--- src/rtl/instr_seq_pkg.sv ---
// Shared encodings for the MSP430 instruction sequencer:
// sequencer states, MAB source codes, constant-generator registers.
package instr_seq_pkg;

  typedef enum logic [2:0] {
    SEQ_FETCH,
    SEQ_SRC_EXT,
    SEQ_SRC_RD,
    SEQ_DST_EXT,
    SEQ_DST_RD,
    SEQ_EXEC,
    SEQ_DST_WR,
    SEQ_HALT
  } seq_state_t;

  localparam logic [1:0] MAB_SEL_PC  = 2'd0;
  localparam logic [1:0] MAB_SEL_SRC = 2'd1;
  localparam logic [1:0] MAB_SEL_DST = 2'd2;

  localparam logic [3:0] REG_PC = 4'd0;
  localparam logic [3:0] REG_SP = 4'd1;
  localparam logic [3:0] CG1    = 4'd2;
  localparam logic [3:0] CG2    = 4'd3;

  localparam logic [3:0] OP_MOV = 4'h4;
  localparam logic [3:0] OP_CMP = 4'h9;
  localparam logic [3:0] OP_BIT = 4'hB;

  localparam logic [5:0] FMT2_PFX = 6'b000100;

  // R3 is a constant for every As; R2 only for As=10/11
  function automatic logic is_cg(
    input logic [3:0] rn,
    input logic [1:0] as_f
  );
    return (rn == CG2) || ((rn == CG1) && as_f[1]);
  endfunction

endpackage

--- src/rtl/instr_seq_mode.sv ---
// Combinational addressing-mode classifier for one instruction word.
// Decides which bus phases the sequencer must walk through.
module instr_seq_mode
  import instr_seq_pkg::*;
(
  input  logic [15:0] i_instr,
  output logic        need_src_ext,
  output logic        need_src_rd,
  output logic        need_dst_ext,
  output logic        need_dst_rd,
  output logic        need_wr,
  output logic        is_jump,
  output logic        illegal,
  output logic        autoinc,
  output logic        o_fmt2,
  output logic        o_reg_we,
  output logic [1:0]  o_inc_amt
);

  logic [3:0] w_op;
  logic [3:0] w_sreg;
  logic [1:0] w_as;
  logic       w_ad;
  logic       w_bw;
  logic       w_jump;
  logic       w_fmt1;
  logic       w_fmt2;
  logic       w_cg;
  logic       w_nowb;

  assign w_op   = i_instr[15:12];
  assign w_as   = i_instr[5:4];
  assign w_ad   = i_instr[7];
  assign w_bw   = i_instr[6];
  assign w_jump = (i_instr[15:13] == 3'b001);
  assign w_fmt1 = (w_op >= 4'h4);
  // RRC/SWPB/RRA/SXT only; PUSH/CALL/RETI are unsupported
  assign w_fmt2 = (i_instr[15:10] == FMT2_PFX) & ~i_instr[9];
  assign w_sreg = w_fmt2 ? i_instr[3:0] : i_instr[11:8];
  assign w_cg   = is_cg(w_sreg, w_as);
  assign w_nowb = (w_op == OP_CMP) || (w_op == OP_BIT);

  always_comb begin
    need_src_ext = 1'b0;
    need_src_rd  = 1'b0;
    need_dst_ext = 1'b0;
    need_dst_rd  = 1'b0;
    need_wr      = 1'b0;
    autoinc      = 1'b0;
    o_reg_we     = 1'b0;
    is_jump      = w_jump;
    o_fmt2       = w_fmt2;
    illegal      = ~(w_jump | w_fmt1 | w_fmt2);
    o_inc_amt    = (w_bw && w_sreg != REG_PC &&
                    w_sreg != REG_SP) ? 2'd1 : 2'd2;
    if (w_fmt1 || w_fmt2) begin
      if (!w_cg) begin
        case (w_as)
          2'b01: begin
            need_src_ext = 1'b1;
            need_src_rd  = 1'b1;
          end
          2'b10: need_src_rd = 1'b1;
          2'b11: begin
            if (w_sreg == REG_PC) begin
              need_src_ext = 1'b1;
            end else begin
              need_src_rd = 1'b1;
              autoinc     = 1'b1;
            end
          end
          default: ;
        endcase
      end
      if (w_fmt1) begin
        need_dst_ext = w_ad;
        need_dst_rd  = w_ad & (w_op != OP_MOV);
        need_wr      = w_ad & ~w_nowb;
        o_reg_we     = ~w_ad & ~w_nowb;
      end else begin
        // single operand is both source and destination
        need_wr  = need_src_rd;
        o_reg_we = (w_as == 2'b00);
      end
    end
  end

endmodule

--- src/rtl/instr_seq.sv ---
// MSP430 instruction micro-sequencer: IR, extension words, bus strobes.
// Optional memory timeout when INSTR_SEQ_TIMEOUT_EN is defined.
module instr_seq
  import instr_seq_pkg::*;
#(
  parameter int WAIT_MAX = 15,
  parameter int BUS_W    = 16
) (
  input  logic             clk,
  input  logic             rst,
  input  logic [BUS_W-1:0] mdb_in,
  input  logic             mem_rdy,
  output logic             mem_req,
  output logic             mem_we,
  output logic [1:0]       mab_sel,
  output logic             pc_inc,
  output logic [15:0]      ir,
  output logic [15:0]      ext_src,
  output logic [15:0]      ext_dst,
  output logic             src_ld,
  output logic             dst_ld,
  output logic             exec,
  output logic             reg_we,
  output logic             sreg_inc,
  output logic [1:0]       inc_amt,
  output logic             ill_op,
  output logic             bus_err
);

  seq_state_t  r_state;
  logic [15:0] r_ir;
  logic [15:0] r_ext_src;
  logic [15:0] r_ext_dst;
  logic        r_ill_op;

  logic [15:0] w_word;
  logic        w_src_ext;
  logic        w_src_rd;
  logic        w_dst_ext;
  logic        w_dst_rd;
  logic        w_wr;
  logic        w_jump;
  logic        w_illegal;
  logic        w_autoinc;
  logic        w_fmt2;
  logic        w_reg_we;
  logic [1:0]  w_inc_amt;
  seq_state_t  w_dst_step;

  // classify the word on the bus while fetching, the IR afterwards
  assign w_word = (r_state == SEQ_FETCH) ? mdb_in[15:0] : r_ir;

  instr_seq_mode u_mode (
    .i_instr      (w_word),
    .need_src_ext (w_src_ext),
    .need_src_rd  (w_src_rd),
    .need_dst_ext (w_dst_ext),
    .need_dst_rd  (w_dst_rd),
    .need_wr      (w_wr),
    .is_jump      (w_jump),
    .illegal      (w_illegal),
    .autoinc      (w_autoinc),
    .o_fmt2       (w_fmt2),
    .o_reg_we     (w_reg_we),
    .o_inc_amt    (w_inc_amt)
  );

  assign w_dst_step = w_dst_ext ? SEQ_DST_EXT : SEQ_EXEC;

`ifdef INSTR_SEQ_TIMEOUT_EN
  localparam int WCW = $clog2(WAIT_MAX + 2);
  logic [WCW-1:0] r_wait;
  logic           r_bus_err;
  assign bus_err = r_bus_err;
`else
  assign bus_err = (WAIT_MAX < 0);
`endif

  always_ff @(posedge clk or posedge rst) begin
    if (rst) begin
      r_state   <= SEQ_FETCH;
      r_ir      <= 16'h0000;
      r_ext_src <= 16'h0000;
      r_ext_dst <= 16'h0000;
      r_ill_op  <= 1'b0;
`ifdef INSTR_SEQ_TIMEOUT_EN
      r_wait    <= '0;
      r_bus_err <= 1'b0;
`endif
    end else begin
      unique case (r_state)
        SEQ_FETCH: if (mem_rdy) begin
          r_ir <= mdb_in[15:0];
          if (w_illegal) begin
            r_ill_op <= 1'b1;
            r_state  <= SEQ_HALT;
          end else if (w_jump)
            r_state <= SEQ_EXEC;
          else if (w_src_ext)
            r_state <= SEQ_SRC_EXT;
          else if (w_src_rd)
            r_state <= SEQ_SRC_RD;
          else
            r_state <= w_dst_step;
        end
        SEQ_SRC_EXT: if (mem_rdy) begin
          r_ext_src <= mdb_in[15:0];
          r_state   <= w_src_rd ? SEQ_SRC_RD : w_dst_step;
        end
        SEQ_SRC_RD: if (mem_rdy)
          r_state <= w_dst_step;
        SEQ_DST_EXT: if (mem_rdy) begin
          r_ext_dst <= mdb_in[15:0];
          r_state   <= w_dst_rd ? SEQ_DST_RD : SEQ_EXEC;
        end
        SEQ_DST_RD: if (mem_rdy)
          r_state <= SEQ_EXEC;
        SEQ_EXEC:
          r_state <= w_wr ? SEQ_DST_WR : SEQ_FETCH;
        SEQ_DST_WR: if (mem_rdy)
          r_state <= SEQ_FETCH;
        SEQ_HALT:
          r_state <= SEQ_HALT;
      endcase
`ifdef INSTR_SEQ_TIMEOUT_EN
      if (mem_req && !mem_rdy) begin
        r_wait <= r_wait + WCW'(1);
        if (r_wait == WCW'(WAIT_MAX)) begin
          r_bus_err <= 1'b1;
          r_state   <= SEQ_HALT;
        end
      end else if (mem_req) begin
        r_wait <= '0;
      end
`endif
    end
  end

  always_comb begin
    mem_req  = 1'b0;
    mem_we   = 1'b0;
    mab_sel  = MAB_SEL_PC;
    pc_inc   = 1'b0;
    src_ld   = 1'b0;
    dst_ld   = 1'b0;
    exec     = 1'b0;
    reg_we   = 1'b0;
    sreg_inc = 1'b0;
    inc_amt  = 2'd0;
    unique case (r_state)
      SEQ_FETCH, SEQ_SRC_EXT, SEQ_DST_EXT: begin
        mem_req = 1'b1;
        pc_inc  = mem_rdy;
      end
      SEQ_SRC_RD: begin
        mem_req  = 1'b1;
        mab_sel  = MAB_SEL_SRC;
        src_ld   = mem_rdy;
        sreg_inc = mem_rdy & w_autoinc;
        inc_amt  = (mem_rdy & w_autoinc) ? w_inc_amt : 2'd0;
      end
      SEQ_DST_RD: begin
        mem_req = 1'b1;
        mab_sel = MAB_SEL_DST;
        dst_ld  = mem_rdy;
      end
      SEQ_EXEC: begin
        exec   = 1'b1;
        reg_we = w_reg_we & ~w_jump;
      end
      SEQ_DST_WR: begin
        mem_req = 1'b1;
        mem_we  = 1'b1;
        mab_sel = w_fmt2 ? MAB_SEL_SRC : MAB_SEL_DST;
      end
      SEQ_HALT: ;
    endcase
  end

  assign ir      = r_ir;
  assign ext_src = r_ext_src;
  assign ext_dst = r_ext_dst;
  assign ill_op  = r_ill_op;

endmodule

--- config.mk ---
export PLATFORM = sky130hd
export DESIGN_NAME = instr_seq
export DESIGN_NICKNAME = d
export VERILOG_FILES = /design/src/rtl/instr_seq_pkg.sv /design/src/rtl/instr_seq_mode.sv /design/src/rtl/instr_seq.sv
export SDC_FILE = /design/constraint.sdc
export NUM_CORES = 1
export LEC_CHECK = 0
export ABC_AREA = 1
export BUFFER_PORTS_ARGS = -buffer_cell sky130_fd_sc_hd__buf_2
export CAP_MARGIN = 10
export CORE_MARGIN = 1.5
export CORE_UTILIZATION = 50
export DETAILED_ROUTE_END_ITERATION = 16
export GPL_ROUTABILITY_DRIVEN = 0
export PLACE_DENSITY_LB_ADDON = 0.12
export SKIP_LAST_GASP = 1
export SLEW_MARGIN = 20
export SYNTH_ARGS = -nofsm -noshare
export SYNTH_HDL_FRONTEND = slang
export SYNTH_SLANG_ARGS = --single-unit
--- constraint.sdc ---
create_clock -name clk -period 3 [get_ports clk]
set_input_delay 0.6 -clock clk [delete_from_list [all_inputs] [get_ports clk]]
set_output_delay 0.6 -clock clk [all_outputs]
set_load 0.02 [all_outputs]
==> results of run 1 <==
==> state kept, by name (all words and copies together) (netlist names) <==
register	flops
ext_dst	16
ext_src	16
ir	16
r_state	3
ill_op	1
==> final cells by class <==
class	count	area (um^2)	share of cell area [%]
repair buffers	103	611	17.2
flip-flops and latches	52	1300	36.8
multi-input cells	232	1270	35.9
clock buffers	8	90.1	2.54
inverters	47	179	5.05
well taps	70	87.6	2.47
==> synthesized netlist by cell type (all sizes together) (2+ instances only) <==
cell    instances  area [um^2]
nand2          97          397
o21ai          59          314
dfrtp          52         1300
inv            47          176
nor2           26          123
nand3          17          100
clkbuf         10         47.5
a21oi           7         42.5
nor3            5         25.0
ha              4         50.1
nand3b          3         22.5
nand4           3         18.8
buf             2         18.8
o22ai           2         12.5
or2             2         12.5
==> metrics by stage <==
step	instances	util (%)	hold WS [ns]	setup TNS [ns]
after floorplan	342	-	0.567	0
after global placement	485	61.2	0.460	0
after detailed placement	485	61.2	0.467	0
after CTS	503	65.3	0.269	-0.0114
after global routing	512	68.5	0.291	-0.490
final	512	68.5	0.261	-0.0448
==> critical path, stage by stage (launching register included) <==
cell and delay, ns:
dfrtp_2 0.44, nor2_4 0.18, clkbuf_16 0.17, nand2_4 0.09, o21ai_0 0.34, ha_2 0.27, nand2_2 0.07, a21oi_2 0.12
nand3_2 0.11, nor3b_2 0.18, buf_4 0.17
==> cell usage in the layout (no fill, tap or decap), drive strengths merged, types with 2 or more instances in the layout <==
master,count
a21oi,7
buf,102
clkbuf,9
dfrtp,52
ha,4
inv,47
nand2,98
nand3,17
nand3b,3
nand4,3
nor2,26
nor3,5
o21ai,59
o22ai,2
or2,2
==> metal layers <==
layer  vias to the layer above  wire length [um]  track usage (%)
met3                        22               434             4.79
met5                         -                 0                0
met2                        97              3410             40.0
met4                         0               204             10.9
li1                       1287                 -                -
met1                      1218              3130             30.9
==> cell families (layout without fill, tap and decap cells) <==
group	Yosys count	after routing	synth area share, %
adders and majority gates	4	4	1.85
buffers and inverters	59	158	8.98
other	1	1	0.139
and+or+nand+nor	155	156	26.3
AOI/OAI and AO/OA	71	71	14.6
DFF	52	52	48.1
==> power groups by stage <==
stage	Sequential [uW]	Combinational (uW)	Clock, uW
after floorplan	1590	1390	0
after global placement	1220	2380	0
after detailed placement	1230	2430	0
after CTS	1220	2620	414
after global routing	1260	3200	443
final	1220	2920	412
==> repair_timing <==
item,in CTS,in global routing
pin swaps,5,10
gates resized for setup,8,22
setup buffers,10,7
setup endpoints to repair,3,4
hold buffers,0,0
gates cloned,0,2
==> worst max-delay path by stage <==
stage / start / to / slack (ns) / cells past startpoint
final: r_state[0] / inc_amt[1] / -0.04 / 10
after global routing: r_state[0] / inc_amt[1] / -0.23 / 15
after CTS: r_state[1] / inc_amt[1] / -0.01 / 16
after detailed placement: mdb_in[13] / inc_amt[1] / 0.12 / 15
after global placement: mdb_in[13] / inc_amt[1] / 0.21 / 15
after floorplan: r_state[0] / inc_amt[1] / 0.20 / 9
==> impl_table.tex, run 1 <==
\begin{tabular}{lr}
\hline
Metric & Value \\
\hline
\multicolumn{2}{l}{\textbf{Outcome}} \\
Outcome & complete, but fails checks \\
Failing checks & negative setup slack \\
\multicolumn{2}{l}{\textbf{Detailed routing}} \\
Remaining routing DRC violations & 0 \\
Wirelength per Cell & 14.0 um \\
Total number of vias & 2624 \\
Detailed Route Iter0 Violations & 174 \\
Number of vias per cell & 5.13 \\
Remaining antenna violation count after routing & 0 \\
1st-pass router iterations & 5 \\
Sum of routed wire length over all layers & a little over 7000 um \\
\multicolumn{2}{l}{\textbf{GRT}} \\
Number of antenna violations at the first check in global routing & 0 \\
Global router's overall resource usage & 24.3\% \\
GR Overflow Total & 0 \\
Number of global-route vias before repair & 2467 \\
Largest net degree at the start of global routing & 35 \\
Global-route wire length before repair & 11400 um \\
\multicolumn{2}{l}{\textbf{Worst setup path}} \\
Element type at the critical path end & output port \\
Critical register-to-register path startpoint & r\_state[0] \\
Crit path max fanout & 7 \\
Data required, critical path & about 2.4 ns \\
Worst flop-to-flop path endpoint & r\_state[0] \\
Kind of critical path & reg -> out \\
Worst Reg-to-Reg Cells & 15 \\
Arrival time of data at the critical path endpoint & 2.44 ns \\
Kind of start point of the critical path & flop \\
Worst setup slack for register-to-register paths & 0.53 ns \\
\multicolumn{2}{l}{\textbf{Clocking}} \\
Root buf cell & clkbuf\_8 \\
Inserted Clock Buffers & 5 \\
Deepest clock path buffer count & 2 \\
Clock transition at the registers of the reported paths & about 0.09 ns \\
Latest clock arrival within the worst-skew pair & slightly above 0.3 ns \\
Clock tree from TritonCTS & built \\
H-Tree Level Count & 2 \\
Clk sinks & 52 \\
\multicolumn{2}{l}{\textbf{Synth}} \\
Synthesized flop and latch total & 52 \\
Post-synthesis area per instance & 7.91 um\^{}2 \\
Summed instance area of the synthesized netlist & 2700 um\^{}2 \\
Sequential share of the synthesized area & 48.1\% \\
Ys async rst share & 100\% \\
Number of different library cells in the post-synthesis netlist & 34 \\
Primary FF master, synth & dfrtp\_1 \\
Post-synth EDFFs & 0 \\
Synthesized instance count & 342 \\
Count of synthesis-stage warnings from yosys & 0 \\
Syn Nets & 365 \\
\multicolumn{2}{l}{\textbf{Final layout}} \\
Number of nets in the layout & $\sim$460 \\
Fraction of final layout cells with drive strength greater than 1 & a little over a third \\
Number of fill cells in the layout & 443 \\
Number of antenna cells inserted & 0 \\
Layout area overhead & 31.0\% \\
Post-route cell area & 3540 um\^{}2 \\
\multicolumn{2}{l}{\textbf{Floorplan}} \\
Top-Level Pins & 81 \\
Initial core utilization & 52.3\% \\
Area of the die & 5860 um\^{}2 \\
Placeable Area & $\sim$5200 um\^{}2 \\
Core Rows & 26 \\
Vertical die dimension & 76.5 um \\
Horizontal die dimension & approximately 77 um \\
\multicolumn{2}{l}{\textbf{Timing}} \\
Final clock skew & 0.00579 ns \\
Final number of max-transition violations & 0 \\
RSZ-0062 raised after global routing & true \\
Setup violators final & 1 \\
Final hold violation count & 0 \\
Time the worst path needs with I/O delays and setup & 3.04 ns \\
Final critical-path setup slack & -0.0448 ns \\
Maximum achievable frequency & 0.328 GHz \\
Crit share post-route & 101\% \\
Slew margin rel. & 42.1\% \\
Least-Margin Pin Slew & 0.866 ns \\
\multicolumn{2}{l}{\textbf{Pwr}} \\
Maximum resistive drop on vdd & 609 uV \\
Leakage power & 0.00192 uW \\
Clock power share & just over 9\% \\
Fraction of power consumed by combinational cells & between 60 and 70\% \\
Net switching fraction of the power & 49.6\% \\
Total power draw & 4560 uW \\
Flop pwr share & 26.8\% \\
Psw & 2260 uW \\
Cell Int Power & 2290 uW \\
Cell area power density & 1290 nW/um\^{}2 \\
\multicolumn{2}{l}{\textbf{Place}} \\
Worst slack, placed & roughly 0.12 ns \\
Number of port buffers & 79 \\
Placement Cell Area & 3170 um\^{}2 \\
Post-DP HPWL & 5010 um \\
\multicolumn{2}{l}{\textbf{Min path}} \\
Worst min-delay path category & in -> async \\
\multicolumn{2}{l}{\textbf{Flow run}} \\
Maximum Capacitance Violations & 0 \\
\hline
\end{tabular}
No activity file was read; power rests on OpenSTA's default activity.
==> run 2, diff against run 1 <==
--- a/config.mk
+++ b/config.mk
@@ -8,7 +8,7 @@
 export ABC_AREA = 1
 export BUFFER_PORTS_ARGS = -buffer_cell sky130_fd_sc_hd__buf_2
 export CAP_MARGIN = 10
-export CORE_MARGIN = 1.5
+export CORE_MARGIN = 3
 export CORE_UTILIZATION = 50
 export DETAILED_ROUTE_END_ITERATION = 16
 export GPL_ROUTABILITY_DRIVEN = 0
==> run 2 against run 1 <==
Net effect:
- the flow still finishes with violations (negative setup slack)
- wire length increased by 2.6%
- maximum frequency increased by 0.20%
- flip-flop and latch count unchanged
- sequential share of layout area shrank 0.70 points
- highest routed layer unchanged
==> impl_table.tex, run 2 (synthesis gave the netlist of run 1 again) <==
\begin{tabular}{lr}
\hline
Metric & Value \\
\hline
\multicolumn{2}{l}{\textbf{Outcome}} \\
Outcome & complete, but fails checks \\
Failing checks & negative setup slack \\
\multicolumn{2}{l}{\textbf{Worst setup path}} \\
Worst path cell trace & nor2\_4 -> buf\_12 -> nand4\_1 -> nand2\_2 -> inv\_2 -> nor2\_4 -> nand2\_2 -> nand2\_2 -> nand2\_2 -> nand3\_2 -> nand2\_2 -> a21oi\_2 -> nand3\_2 -> nor3b\_2 -> buf\_4 \\
Critical register-to-register path startpoint & r\_state[0] \\
Cell family with most CP delay & simple AND/OR/NAND/NOR gates \\
Crit path max fanout & 5 \\
Data required, critical path & 2.40 ns \\
Worst path max stage delay & 0.45 ns \\
Worst Reg-to-Reg Cells & 14 \\
Arrival time of data at the critical path endpoint & 2.44 ns \\
Element type at the critical path end & output port \\
Worst path slowest cell & dfrtp\_2 \\
Kind of critical path & reg -> out \\
Worst setup slack for register-to-register paths & 0.70 ns \\
Most prevalent standard cell on the critical path & nand2\_2 \\
CP Capture Point & inc\_amt[1] \\
Worst flop-to-flop path endpoint & r\_state[0] \\
Total stage count of the critical path & 15 \\
Buffers plus inverters on the worst setup path & 3 \\
Worst setup path startpoint & r\_state[0] \\
Kind of start point of the critical path & flop \\
\multicolumn{2}{l}{\textbf{Final layout}} \\
Layout area overhead & 33.5\% \\
Number of nets in the layout & 469 \\
Fraction of final layout cells with drive strength greater than 1 & between 30 and 40\% \\
Number of antenna cells inserted & 0 \\
Most frequent cells in the layout & 81 x nand2\_1, 76 x buf\_2, 52 x o21ai\_0 \\
Most common cell after layout, fill and taps aside & nand2\_1 \\
Post-layout util & 69.8\% \\
Finished Layout Cells & 517 \\
\multicolumn{2}{l}{\textbf{GRT}} \\
GR Overflow Total & 0 \\
GR met1 Demand/Resource & 30.4\% \\
Met2 track demand over resource in global routing & about two fifths \\
Number of global-route vias before repair & 2463 \\
Number of antenna violations at the first check in global routing & 0 \\
Global router's overall resource usage & 23.3\% \\
Global-route wire length before repair & 11600 um \\
GR met3 Demand/Resource & 4.85\% \\
Largest net degree at the start of global routing & 33 \\
Most heavily used metal layer in global routing & met2 \\
\multicolumn{2}{l}{\textbf{Detailed routing}} \\
Sum of routed wire length over all layers & 7370 um \\
Total number of vias & between 2k and 3k \\
Number of vias per cell & 5.19 \\
Remaining routing DRC violations & 0 \\
Wirelength per Cell & between 10 and 15 um \\
1st-pass router iterations & 4 \\
Remaining antenna violation count after routing & 0 \\
Detailed Route Iter0 Violations & 220 \\
\multicolumn{2}{l}{\textbf{Floorplan}} \\
Top-Level Pins & roughly 80 \\
Horizontal die dimension & 79.5 um \\
Placeable Area & 5170 um\^{}2 \\
Initial core utilization & 52.3\% \\
Vertical die dimension & 79.5 um \\
Core Rows & 26 \\
Area of the die & between 6000 and 7000 um\^{}2 \\
\multicolumn{2}{l}{\textbf{Timing}} \\
Crit share post-route & 101\% \\
Final number of max-transition violations & 0 \\
Smallest hold slack & 0.275 ns \\
Slew margin rel. & 37.6\% \\
Least-Margin Pin Slew & about 0.93 ns \\
Maximum achievable frequency & roughly 0.33 GHz \\
Final hold violation count & 0 \\
Setup violators final & 1 \\
Final clock skew & 0.00639 ns \\
Final critical-path setup slack & -0.0387 ns \\
RSZ-0062 raised after global routing & true \\
Time the worst path needs with I/O delays and setup & 3.04 ns \\
\multicolumn{2}{l}{\textbf{Clocking}} \\
H-Tree Level Count & 2 \\
CTS Hold Buffers Added & 0 \\
Inserted Clock Buffers & 5 \\
Clock tree from TritonCTS & built \\
Clk sinks & 52 \\
Latest clock arrival within the worst-skew pair & 0.30 ns \\
Deepest clock path buffer count & 2 \\
Clock transition at the registers of the reported paths & 0.10 ns \\
Root buf cell & clkbuf\_8 \\
\multicolumn{2}{l}{\textbf{Pwr}} \\
Leakage power & 0.00194 uW \\
Cell area power density & 1310 nW/um\^{}2 \\
Maximum resistive drop on vdd & 643 uV \\
\multicolumn{2}{l}{\textbf{Place}} \\
Number of port buffers & 79 \\
Post-Place Cells & 485 \\
Post-DP HPWL & between 5000 and 6000 um \\
\multicolumn{2}{l}{\textbf{Min path}} \\
Worst min-delay path category & in -> async \\
\multicolumn{2}{l}{\textbf{Flow run}} \\
Maximum Capacitance Violations & 0 \\
\hline
\end{tabular}
run 2: changes by cell type in the layout (fill, tap and decap cells not counted), sizes merged:
| cell | previous run | this run |
|---|---|---|
| buf | 102 | 107 |
| bufinv | 0 | 1 |
| clkbuf | 9 | 7 |
| inv | 47 | 48 |
run 2: worst min-delay path by stage:
| stage | start | to | cells after the start |
|---|---|---|---|
| global placement | ext_src[14] | ext_src[14] | 2 |
| floorplan | r_state[2] | r_state[2] | 3 |
| finish | rst | ext_dst[10] | 2 |
| detailed placement | ext_dst[1] | ext_dst[1] | 2 |
| CTS | rst | ext_dst[12] | 2 |
| global route | rst | ext_dst[12] | 2 |
run 2: final cells by class:
type / instances / area, um^2
well taps: 70 / 87.6
inverters: 47 / 176
flip-flops and latches: 52 / 1300
repair buffers: 108 / 651
clock buffers: 6 / 72.6
fillers: 434 / 1560
clock inverters: 2 / 38.8
multi-input cells: 232 / 1280
run 2: what timing repair did:
item,4_1_cts,5_1_grt
pin swaps,3,17
endpoints found under the setup margin,3,4
cloned,0,2
buffers inserted,7,15
gates resized for setup,7,27
run 2: report_power, final:
group / switching [uW] / internal [uW]
logic: 1870 / 1140
registers: 198 / 1030
clock network: 230 / 252
run 2: per-stage QoR:
stage	power, uW	instance area [um^2]	TNS (ns)	worst slack, ns
after CTS	4290	3370	-0.00256	-0.00256
after global routing	5090	3610	-0.555	-0.212
final	4710	3610	-0.0387	-0.0387
after floorplan	2990	2700	0	0.201
after detailed placement	3660	3170	0	0.166
after global placement	3610	3170	0	0.208
run 2: metal layers:
metal  routed length (um)  vias up  part of all wire (%)
met3                  578       14                   7.8
li1                     -     1295                     -
met5                    0        -                     0
met1                 3010     1260                    41
met4                  162        0                   2.2
met2                 3620      114                    49
==> run 3, diff against run 2 <==
--- a/config.mk
+++ b/config.mk
@@ -13,8 +13,10 @@
 export DETAILED_ROUTE_END_ITERATION = 16
 export GPL_ROUTABILITY_DRIVEN = 0
 export PLACE_DENSITY_LB_ADDON = 0.12
+export SKIP_CTS_REPAIR_TIMING = 1
 export SKIP_LAST_GASP = 1
 export SLEW_MARGIN = 20
 export SYNTH_ARGS = -nofsm -noshare
 export SYNTH_HDL_FRONTEND = slang
+export SYNTH_HIERARCHICAL = 1
 export SYNTH_SLANG_ARGS = --single-unit
==> run 3 against run 2 <==
Net effect:
- combinational power hardly changed
- sequential power hardly changed
- flip-flop and latch count stayed put
- clock skew is 0.00094 ns higher
- highest routed layer unchanged
- hold slack better by 0.19 ns
- the flow still finishes with violations (negative setup slack)
- sequential share of layout area is 0.68 points higher
- synthesized area is 3.7% higher
- cell count is 1.4% lower
- critical endpoint is now sreg_inc
- wire length is 4.6% lower
- die area is 3.4% higher
==> impl_table.tex, run 3 <==
\begin{tabular}{lr}
\hline
Metric & Value \\
\hline
\multicolumn{2}{l}{\textbf{Timing}} \\
Final clock skew & 0.00733 ns \\
Final hold violation count & 0 \\
Time the worst path needs with I/O delays and setup & $\sim$3 ns \\
Setup violators final & 1 \\
Slew margin rel. & approximately 57\% \\
RSZ-0062 raised after global routing & true \\
Least-Margin Pin Slew & 0.648 ns \\
Crit share post-route & 100\% \\
Smallest hold slack & 0.464 ns \\
Maximum achievable frequency & $\sim$0.33 GHz \\
Final number of max-transition violations & 0 \\
Final critical-path setup slack & -0.0141 ns \\
\multicolumn{2}{l}{\textbf{Clocking}} \\
Latest clock arrival within the worst-skew pair & 0.30 ns \\
H-Tree Level Count & 2 \\
Inserted Clock Buffers & 5 \\
Clock transition at the registers of the reported paths & 0.10 ns \\
Clk sinks & 52 \\
Clock tree from TritonCTS & built \\
Root buf cell & clkbuf\_8 \\
Deepest clock path buffer count & 2 \\
\multicolumn{2}{l}{\textbf{Floorplan}} \\
Area of the die & 6540 um\^{}2 \\
Vertical die dimension & 80.9 um \\
Top-Level Pins & 81 \\
Initial core utilization & a little over half \\
Core Rows & 26 \\
Placeable Area & 5270 um\^{}2 \\
Horizontal die dimension & roughly 81 um \\
\multicolumn{2}{l}{\textbf{Final layout}} \\
Post-route cell area & 3540 um\^{}2 \\
Number of antenna cells inserted & 0 \\
Most frequent cells in the layout & 77 x nand2\_1, 76 x buf\_2, 57 x inv\_1 \\
Number of nets in the layout & 463 \\
Layout area overhead & 26.3\% \\
Post-layout util & 67.2\% \\
Most common cell after layout, fill and taps aside & nand2\_1 \\
Fraction of final layout cells with drive strength greater than 1 & between 30\% and 40\% \\
\multicolumn{2}{l}{\textbf{GRT}} \\
Global router's overall resource usage & a little over a fifth \\
Global-route wire length before repair & 11100 um \\
GR Overflow Total & 0 \\
Number of antenna violations at the first check in global routing & 0 \\
Number of global-route vias before repair & 2401 \\
Largest net degree at the start of global routing & 53 \\
\multicolumn{2}{l}{\textbf{Synth}} \\
Primary FF master, synth & dfrtp\_1 \\
Area share of the largest cell type after synthesis & between 40 and 50\% \\
Ys async rst share & 100\% \\
Count of synthesis-stage warnings from yosys & 6 \\
Syn Nets & 378 \\
Number of different library cells in the post-synthesis netlist & 33 \\
Leading post-synthesis cells by instance count & 86 x nand2\_1, 58 x inv\_1, 52 x dfrtp\_1 \\
Summed instance area of the synthesized netlist & 2800 um\^{}2 \\
Synthesized instance count & around 360 \\
Most common cell in the synthesized netlist & nand2\_1 \\
Cell types with the largest area share after synthesis & dfrtp\_1 46\%, nand2\_1 12\%, inv\_1 7.8\%, o21ai\_0 5.2\%, o21ai\_1 3.6\% \\
Cell type with the highest aggregate area in the netlist & dfrtp\_1 \\
Post-synth EDFFs & 0 \\
Synthesized flop and latch total & 52 \\
Sequential share of the synthesized area & 46.4\% \\
Post-synthesis area per instance & 7.89 um\^{}2 \\
\multicolumn{2}{l}{\textbf{Place}} \\
Number of port buffers & 79 \\
Post-DP HPWL & approximately 5000 um \\
Placement Cell Area & about 3200 um\^{}2 \\
Worst slack, placed & 0.104 ns \\
\multicolumn{2}{l}{\textbf{Min path}} \\
Worst min-delay path category & in -> async \\
\multicolumn{2}{l}{\textbf{Outcome}} \\
Outcome & complete, but fails checks \\
Failing checks & negative setup slack \\
\multicolumn{2}{l}{\textbf{Worst setup path}} \\
Arrival time of data at the critical path endpoint & 2.41 ns \\
Critical register-to-register path startpoint & r\_state[2] \\
Kind of critical path & reg -> out \\
Worst setup path startpoint & r\_state[2] \\
Element type at the critical path end & output port \\
Crit path max fanout & 8 \\
Worst setup slack for register-to-register paths & 0.39 ns \\
Kind of start point of the critical path & flop \\
Data required, critical path & 2.40 ns \\
\multicolumn{2}{l}{\textbf{Detailed routing}} \\
Remaining antenna violation count after routing & 0 \\
Remaining routing DRC violations & 0 \\
Wirelength per Cell & 13.8 um \\
Total number of vias & 2559 \\
Detailed Route Iter0 Violations & 149 \\
1st-pass router iterations & 4 \\
Sum of routed wire length over all layers & 7030 um \\
Number of vias per cell & $\sim$5 \\
\multicolumn{2}{l}{\textbf{Pwr}} \\
Total power draw & approximately 4600 uW \\
Leakage power & 0.00195 uW \\
Cell area power density & 1300 nW/um\^{}2 \\
Maximum resistive drop on vdd & 568 uV \\
\multicolumn{2}{l}{\textbf{Flow run}} \\
Maximum Capacitance Violations & 0 \\
\hline
\end{tabular}
-- run 3: layout make-up --
cell class              instances  area, um^2
clock buffers                   5        68.8
clock inverters                 2        12.5
fillers                       482        1730
inverters                      62         245
multi-input cells             226        1310
flip-flops and latches         52        1300
well taps                      70        87.6
repair buffers                 92         508
repair inverters                1        11.3
-- run 3: stage by stage --
step | setup TNS [ns] | cells
after floorplan | 0 | 355
after global placement | 0 | 495
after detailed placement | 0 | 495
after CTS | -0.640 | 502
after global routing | -0.518 | 510
final | -0.0141 | 510
-- run 3: logic make-up (layout without fill, tap and decap cells) --
family	count (synthesis)	in the layout	synth area share [%]
buffers and inverters	77	162	12.4
AO/OA/AOI/OAI	76	76	15.3
AND/OR/NAND/NOR	145	145	24.0
flip-flops	52	52	46.4
other	1	1	0.134
adder cells (fa/ha/maj)	4	4	1.79
-- run 3: worst paths after layout --
check | endpoint | depth (start not counted)
worst max-delay path | sreg_inc | 15
worst min-delay path | ext_src[10] | 3
worst max register to register | r_state[2] | 22
worst min register to register | ext_dst[6] | 2
max in group asynchronous | ir[1] | 3
min in group clk | ext_dst[6] | 2
-- run 3: worst max-delay path, cell delays in order (launching register included) --
cell      delay (ns)
dfrtp_1         0.40
nor2_4          0.07
nand2_4         0.15
clkinv_8        0.10
nand2_2         0.10
o21ai_4         0.07
nor2_4          0.16
nand2_4         0.09
buf_4           0.15
o21bai_4        0.13
nand2_4         0.08
nand3_1         0.10
nand2_2         0.08
nor2_4          0.09
nor3b_2         0.17
buf_4           0.17
-- run 3: where the power goes --
group          switching, uW  leakage, uW  total [uW]  internal [uW]
combinational           1960      0.00126        3030           1060
clock                    225    0.0000400         383            159
sequential               180     0.000646        1210           1030
total                   2370      0.00195        4620           2250
-- run 3: metal layers --
layer,global-route usage [%],up-vias,routed length (um)
li1,-,1286,-
met1,29.1,1186,3130
met2,35.9,77,3380
met3,4.77,10,419
met4,4.90,0,103
met5,0,-,0
